`config.mk`:
```
export PLATFORM = sky130hd
export DESIGN_NAME = rbm_wch_tx
export DESIGN_NICKNAME = d
export VERILOG_FILES = /design/src/rtl/rbm_pkg.sv /design/src/rtl/rbm_wch_watchdog.sv /design/src/rtl/rbm_wch_tx.sv
export SDC_FILE = /design/constraint.sdc
export NUM_CORES = 1
export LEC_CHECK = 0
export BUFFER_PORTS_ARGS = -buffer_cell sky130_fd_sc_hd__buf_2
export CAP_MARGIN = 20
export CORE_UTILIZATION = 42
export DETAILED_ROUTE_END_ITERATION = 6
export PLACE_DENSITY = 0.86
export SYNTH_ARGS = -nofsm -noshare
export SYNTH_HDL_FRONTEND = slang
export SYNTH_SLANG_ARGS = --single-unit
```
`constraint.sdc`:
```
create_clock -name clk -period 1.5 [get_ports clk]
set_clock_uncertainty 0.2 [all_clocks]
set_input_delay 0.075 -clock clk [delete_from_list [all_inputs] [get_ports clk]]
set_output_delay 0.075 -clock clk [all_outputs]
set_load 0.02 [all_outputs]
```
`src/rtl/rbm_pkg.sv`:
```
// Shared RBM definitions: write-channel FSM encoding and watchdog default.
// Fallback widths apply only when the core-level configuration macros are absent.
`ifndef NUM_HN_ONECORE
`define NUM_HN_ONECORE 4
`endif
`ifndef NUM_VN_ONECORE
`define NUM_VN_ONECORE 4
`endif
`ifndef BW_PS
`define BW_PS 8
`endif

package rbm_pkg;

    typedef enum logic [1:0] {
        TX_IDLE,
        TX_REQ,
        TX_WAIT
    } wch_tx_state_t;

    localparam int WCH_TIMEOUT_CYC_DEFAULT = 1023;

endpackage

```
`src/rtl/rbm_wch_watchdog.sv`:
```
// Cycle watchdog for the write channel: counts enabled busy cycles since the last
// state entry and flags the cycle in which the limit is reached.
module rbm_wch_watchdog #(
    parameter int LIMIT = 1023
) (
    input  logic clk,
    input  logic rst,
    input  logic en,
    input  logic active,
    input  logic clear,
    output logic expired
);

    localparam int CW = $clog2(LIMIT + 1);

    logic [CW-1:0] count;

    // Restart on every state change so each FSM state gets the full budget.
    always_ff @(posedge clk or negedge rst) begin
        if (!rst) begin
            count <= '0;
        end else if (en) begin
            if (!active || clear) begin
                count <= '0;
            end else begin
                count <= count + CW'(1);
            end
        end
    end

    assign expired = active && (count == CW'(LIMIT - 1));

endmodule

```
`src/rtl/rbm_wch_tx.sv`:
```
// RBM write-channel transmitter: done/data/received handshake toward the arbiter,
// then per-neuron state collection. Optional watchdog under RBM_WCH_TIMEOUT_EN.
`ifndef NUM_HN_ONECORE
`define NUM_HN_ONECORE 4
`endif
`ifndef BW_PS
`define BW_PS 8
`endif

module rbm_wch_tx
    import rbm_pkg::*;
#(
    parameter int NUM_N       = `NUM_HN_ONECORE,
    parameter int BW_PS       = `BW_PS,
    parameter int TIMEOUT_CYC = WCH_TIMEOUT_CYC_DEFAULT
) (
    input  logic                   clk,
    input  logic                   rst,
    input  logic                   en,
    input  logic                   start,
    input  logic [BW_PS*NUM_N-1:0] ps_in,
    output logic                   done,
    output logic [BW_PS*NUM_N-1:0] data,
    input  logic                   received,
    input  logic [NUM_N-1:0]       new_states,
    input  logic [NUM_N-1:0]       new_states_en,
    output logic [NUM_N-1:0]       states_out,
    output logic                   states_valid,
    output logic                   busy,
    output logic                   err_overrun,
    output logic                   err_timeout
);

    wch_tx_state_t    state;
    logic [NUM_N-1:0] mask;
    logic             all_done;
    logic             wd_expired;

    // Strobes arriving this cycle count toward completion.
    assign all_done = &(mask | new_states_en);

`ifdef RBM_WCH_TIMEOUT_EN
    logic wd_clear;

    assign wd_clear = ((state == TX_REQ) && received) ||
                      ((state == TX_WAIT) && all_done) ||
                      wd_expired;

    rbm_wch_watchdog #(
        .LIMIT (TIMEOUT_CYC)
    ) u_watchdog (
        .clk     (clk),
        .rst     (rst),
        .en      (en),
        .active  (state != TX_IDLE),
        .clear   (wd_clear),
        .expired (wd_expired)
    );
`else
    logic unused_timeout_cfg;

    assign unused_timeout_cfg = (TIMEOUT_CYC != 0);
    assign wd_expired         = 1'b0;
    assign err_timeout        = 1'b0;
`endif

    always_ff @(posedge clk or negedge rst) begin
        if (!rst) begin
            state        <= TX_IDLE;
            mask         <= '0;
            done         <= 1'b0;
            data         <= '0;
            states_out   <= '0;
            states_valid <= 1'b0;
            busy         <= 1'b0;
            err_overrun  <= 1'b0;
`ifdef RBM_WCH_TIMEOUT_EN
            err_timeout  <= 1'b0;
`endif
        end else if (en) begin
            states_valid <= 1'b0;
            case (state)
                TX_IDLE: begin
                    if (start) begin
                        data  <= ps_in;
                        mask  <= '0;
                        done  <= 1'b1;
                        busy  <= 1'b1;
                        state <= TX_REQ;
                    end
                end
                TX_REQ, TX_WAIT: begin
                    // A repeated strobe simply overwrites that neuron's bit.
                    states_out <= (states_out & ~new_states_en) | (new_states & new_states_en);
                    mask       <= mask | new_states_en;
                    if (start) begin
                        err_overrun <= 1'b1;
                    end
                    if ((state == TX_REQ) && received) begin
                        done  <= 1'b0;
                        state <= TX_WAIT;
                    end else if ((state == TX_WAIT) && all_done) begin
                        states_valid <= 1'b1;
                        busy         <= 1'b0;
                        state        <= TX_IDLE;
                    end else if (wd_expired) begin
                        done  <= 1'b0;
                        busy  <= 1'b0;
                        state <= TX_IDLE;
`ifdef RBM_WCH_TIMEOUT_EN
                        err_timeout <= 1'b1;
`endif
                    end
                end
                default: begin
                    state <= TX_IDLE;
                end
            endcase
        end
    end

endmodule

```
==> metrics.cfg, run 1 <==
[place]
dp_cells = 275
placed_area_mm2 = 0.00257
io_buffers = 84
post-place-ws_ns = -0.167
gp_congestion = 0.733
hpwl_mm = 3.03

[critical_path]
reg2reg_depth = 6
crit_required_ns = 1.48
path_class = reg -> reg
reg2reg_to = data[15]
reg2reg_slack_ns = -0.18
r2r-start = state[0]
cp-end-kind = flip-flop
start_kind = flip-flop
worstPathArrival_ns = 1.66
cp_max_fo = 8

[floorplanning]
rows = 24
die-area_mm2 = 0.00502
fp.dieW_um = 70.8
dieHeight_um = 70.8
io_pins = 86
core_region_area_mm2 = 0.00444
start_util_pct = 44.8

[clock_network]
clockBufferDepth = 2
cts_tree = built
htreeDepth = 2
clockRootBuffer = clkbuf_8
path_clk_slew_ns = 0.08
clk_latency_ns = 0.29
cts_made_buffers = 5
clock-sinks = 46

[synthesis]
synth.top_cell.area_share_pct = 57.9
synth.area.top_cells = dfrtp_1, mux2_4, mux2_2, a21oi_1, ha_1
synth_area_per_cell_um2 = 14.6
netlist_area_mm2 = 0.00199
synth_seq_area_share_pct = 57.9
synth_seq_cells = 46
syn_nets = 184
netlist_instances = 136
synth_largest_area_cell = dfrtp_1
yosys_warnings = 0
synth_cell_types = 23

[drt]
wl_mm = 5.15
antenna_left = 0
highest_layer = met4
met3WireLength_um = 214
vias = 1645
first_pass_iters = 6
met2_length_mm = 2.80
post_drt_wl_per_cell_um = 15.5
drt_iter0_drc = 68
wl_met1_mm = 1.94
viasPerCell = 4.95
drc = 10

[layout]
diodes = 0
final_common_cell = buf_2
fin_cells = 332
final_cell_mix = buf_2, dfrtp_1, dlygate4sd3_1
design_area_mm2 = 0.00324
area_delta_synth_final_pct = 62.6
nFillCells = 286
final_nets = 327
final_layout_size_suffix_gt1_share_pct = 57.5

[timing]
fin_crit_ns = 1.68
fin_crit_sh_pct = 112
holdWs_ns = 0.0769
rsz0062_at_grt = yes
hold_viol_final = 0
layout_setup_ws_ns = -0.180
max_freq_mhz = 595
slew_viol_final = 0
setup_viol = 44

[run]
max_cap_violations = 0

[global_routing]
grt_overflow = 0
grt_first_pass_wirelength_mm = 8.19
grt_max_degree = 47
grtUsageTotal_pct = 21.4
grt_pass1_vias = 1783
antenna_found_initial = 0

[pwr]
power.density_mw_per_mm2 = 1980
ir_worst_vdd_v = 0.00110
power.leakage_uw = 0.00160

[run_status]
run_status = finished with violations
violations = DRC, setup timing

[worst_hold_path]
hold_class = in -> async

state kept, by name, summed over array words and instances, names as in the netlist, named ones only:
register and flops:
done 1, data 32, state 2, mask 4, err_overrun 1, states_valid 1
busy 1
synthesized netlist by cell type:
cell      number
dfrtp_1       46
mux2_4        25
mux2_2        12
a21oi_1        8
nand3_1        6
o21ai_0        6
inv_1          4
nor2_1         4
o22ai_1        4
buf_6          3
ha_1           3
a31oi_1        2
buf_2          2
nand2_1        2
a31o_2         1
and3_1         1
buf_4          1
clkbuf_1       1
conb_1         1
nand3_4        1
o21a_1         1
o21ai_1        1
or3_4          1
worst max path at each step:
stage | startpoint | endpoint | slack, ns
floorplan | state[1] | data[0] | -0.05
global placement | state[1] | data[6] | -0.09
detailed placement | state[0] | state[0] | -0.17
CTS | state[0] | data[15] | -0.17
global route | state[0] | busy | -0.24
finish | state[0] | data[15] | -0.18
metrics by stage:
step	total power [uW]	TNS (ns)	utilization [%]
2_1_floorplan	4170	-1.33	-
3_3_place_gp	5040	-2.34	57.9
3_5_place_dp	5150	-2.49	57.9
4_1_cts	6290	-5.69	71.3
5_1_grt	6760	-8.96	72.8
6_report	6410	-6.17	72.8
final cells by class:
cell class / count / area [um^2] / area share [%]
clock buffer: 5 / 68.8 / 2.13
sequential: 46 / 1150 / 35.6
inverter: 4 / 15.0 / 0.464
timing repair buffer: 143 / 1050 / 32.4
clock inverter: 3 / 45.0 / 1.39
tap: 52 / 65.1 / 2.01
multi-input combinational: 79 / 842 / 26.0
logic make-up (layout without fill, tap and decap cells):
| family | after synthesis | after routing | share of synthesized area, % |
|---|---|---|---|
| AOI/OAI and AO/OA | 23 | 23 | 6.48 |
| adders and majority gates | 3 | 3 | 1.89 |
| other | 1 | 1 | 0.188 |
| DFF | 46 | 46 | 57.9 |
| and+or+nand+nor | 15 | 15 | 4.40 |
| muxes | 37 | 37 | 25.7 |
| buffers and inverters | 11 | 155 | 3.52 |
critical path: stages (launching register included):
cell	delay (ns)
dfrtp_1	0.40
inv_2	0.08
buf_6	0.10
ha_4	0.15
nand3_4	0.14
buf_12	0.19
mux2_4	0.30
power breakdown:
group / switching [uW] / internal (uW) / total (uW)
Clock: 417 / 495 / 912
Combinational: 1650 / 1690 / 3340
Sequential: 335 / 1830 / 2160
Total: 2400 / 4010 / 6410
repair_timing:
item	4_1_cts	5_1_grt
hold buffers	43	1
gates resized for setup	9	6
endpoints found under the setup margin	37	46
endpoints found under the hold margin	90	2
buffers inserted	3	1
gates cloned	0	1
pin swaps	4	3
metal layers:
metal,up-vias,global-route usage [%]
met5,-,0
met1,802,22.4
li1,761,-
met4,0,11.1
met3,19,3.56
met2,63,40.7
Power figures use the tool's default switching activity.
==> run 2, diff against run 1 <==
CORE_MARGIN = 4   (was unset)
==> metrics.cfg, run 2 (synthesis gave the netlist of run 1 again) <==
[drt]
viasPerCell = 4.87
antenna_left = 0
wl_mm = 5.15
first_pass_iters = 4
vias = 1592
post_drt_wl_per_cell_um = 15.8
drt_iter0_drc = 42
drc = 0

[layout]
final_nets = 323
final_cell_mix = buf_2, dfrtp_1, dlygate4sd3_1
top_register = data
area_delta_synth_final_pct = 57.7
multi_input_area_um2 = 838
seqCellArea_mm2 = 0.00115
nFillCells = 320
biggestRegsByFlops = data (32), mask (4), state (2)
final_core_util_pct = 70.1
final_layout_size_suffix_gt1_share_pct = 56.7
fin_cells = 327
final_common_cell = buf_2
diodes = 0
largest_reg_flops = 32

[pwr]
ir_worst_vdd_v = 0.00102
power.leakage_uw = 0.00156
power.density_mw_per_mm2 = 1930

[timing]
fin_setup_tns_ns = -4.18
fin_crit_sh_pct = 109
fin_crit_ns = 1.64
holdWs_ns = -0.0137
hold_viol_final = 2
rsz0062_at_grt = yes
setup_viol = 40
layout_setup_ws_ns = -0.137
max_freq_mhz = 611
slew_viol_final = 0

[critical_path]
cp_max_fo = 14
path_cells = inv_2 > ha_4 > nand3_4 > buf_12 > mux2_4
cp-end-kind = flip-flop
worstPathArrival_ns = 1.60
start_kind = flip-flop
crit_family = flip-flops
crit_buf_inv = 2
max_stage_delay_ns = 0.40
crit_required_ns = 1.47
slowest_stage = dfrtp_1
path_class = reg -> reg

[place]
post-place-ws_ns = -0.130
hpwl_mm = 3.44
dp_cells = 275
io_buffers = 84
gp_congestion = 0.767

[clock_network]
cts_made_buffers = 5
clk_latency_ns = 0.28
clock-sinks = 46
htreeDepth = 2
cts_tree = built
clockRootBuffer = clkbuf_8
clockBufferDepth = 2
path_clk_slew_ns = 0.08

[global_routing]
grt_pass1_vias = 1766
grt_overflow = 0
grt_max_degree = 28
grt_first_pass_wirelength_mm = 8.31
antenna_found_initial = 0
grtUsageTotal_pct = 17.4

[worst_hold_path]
hold_class = in -> reg

[floorplanning]
core_region_area_mm2 = 0.00447
rows = 24
start_util_pct = 44.5
die-area_mm2 = 0.00590
io_pins = 86
dieHeight_um = 76.8
fp.dieW_um = 76.8

[run]
max_cap_violations = 0

[run_status]
violations = hold timing, setup timing
run_status = finished with violations

==> run 2: routing by layer <==
layer | GRT usage [%] | up-vias | wire length, um
met3 | 3.51 | 8 | 249
met2 | 32.4 | 59 | 2860
met5 | 0 | - | 0
met4 | 5.62 | 0 | 80
li1 | - | 752 | -
met1 | 19.7 | 773 | 1960
==> run 2: area by class of cell <==
cell class,count,share of cell area (%)
repair buffers,139,31.6
well taps,52,2.07
multi-input cells,79,26.7
flip-flops and latches,46,36.7
inverters,4,0.479
clock buffers,7,2.43
==> run 2: report_power, final <==
group	total, uW	leakage (uW)	internal (uW)	switching (uW)
clock network	679	0.0000383	321	358
logic	3200	0.000974	1580	1620
registers	2170	0.000547	1830	338
==> run 2: path summary, 6_finish.rpt <==
check	depth (start not counted)	from	to	slack (ns)
max	5	state[0]	data[0]	-0.14
min	4	received	busy	-0.01
max reg2reg	5	state[0]	data[0]	-0.14
min in group asynchronous	2	rst	data[2]	0.08
max in group asynchronous	3	rst	mask[3]	0.52
min reg2reg	1	flip-flop	flip-flop	0.30
==> run 2: timing repair <==
action	CTS	global route
endpoints found under the setup margin	36	43
pin swaps	2	5
setup buffers	1	1
hold endpoints to repair	88	0
resized for setup	5	11
hold buffers	43	0
==> run 2: per-stage QoR <==
stage / instance area (um^2) / power (uW)
global route: 3140 / 6430
floorplan: 2030 / 4170
finish: 3140 / 6050
detailed placement: 2570 / 5140
global placement: 2570 / 5030
CTS: 3090 / 5970
==> run 2: worst min-delay path, cell delays in order <==
cell and delay (ns):
buf_2 0.09, nand2_2 0.09, nand3_1 0.11, o21ai_1 0.06
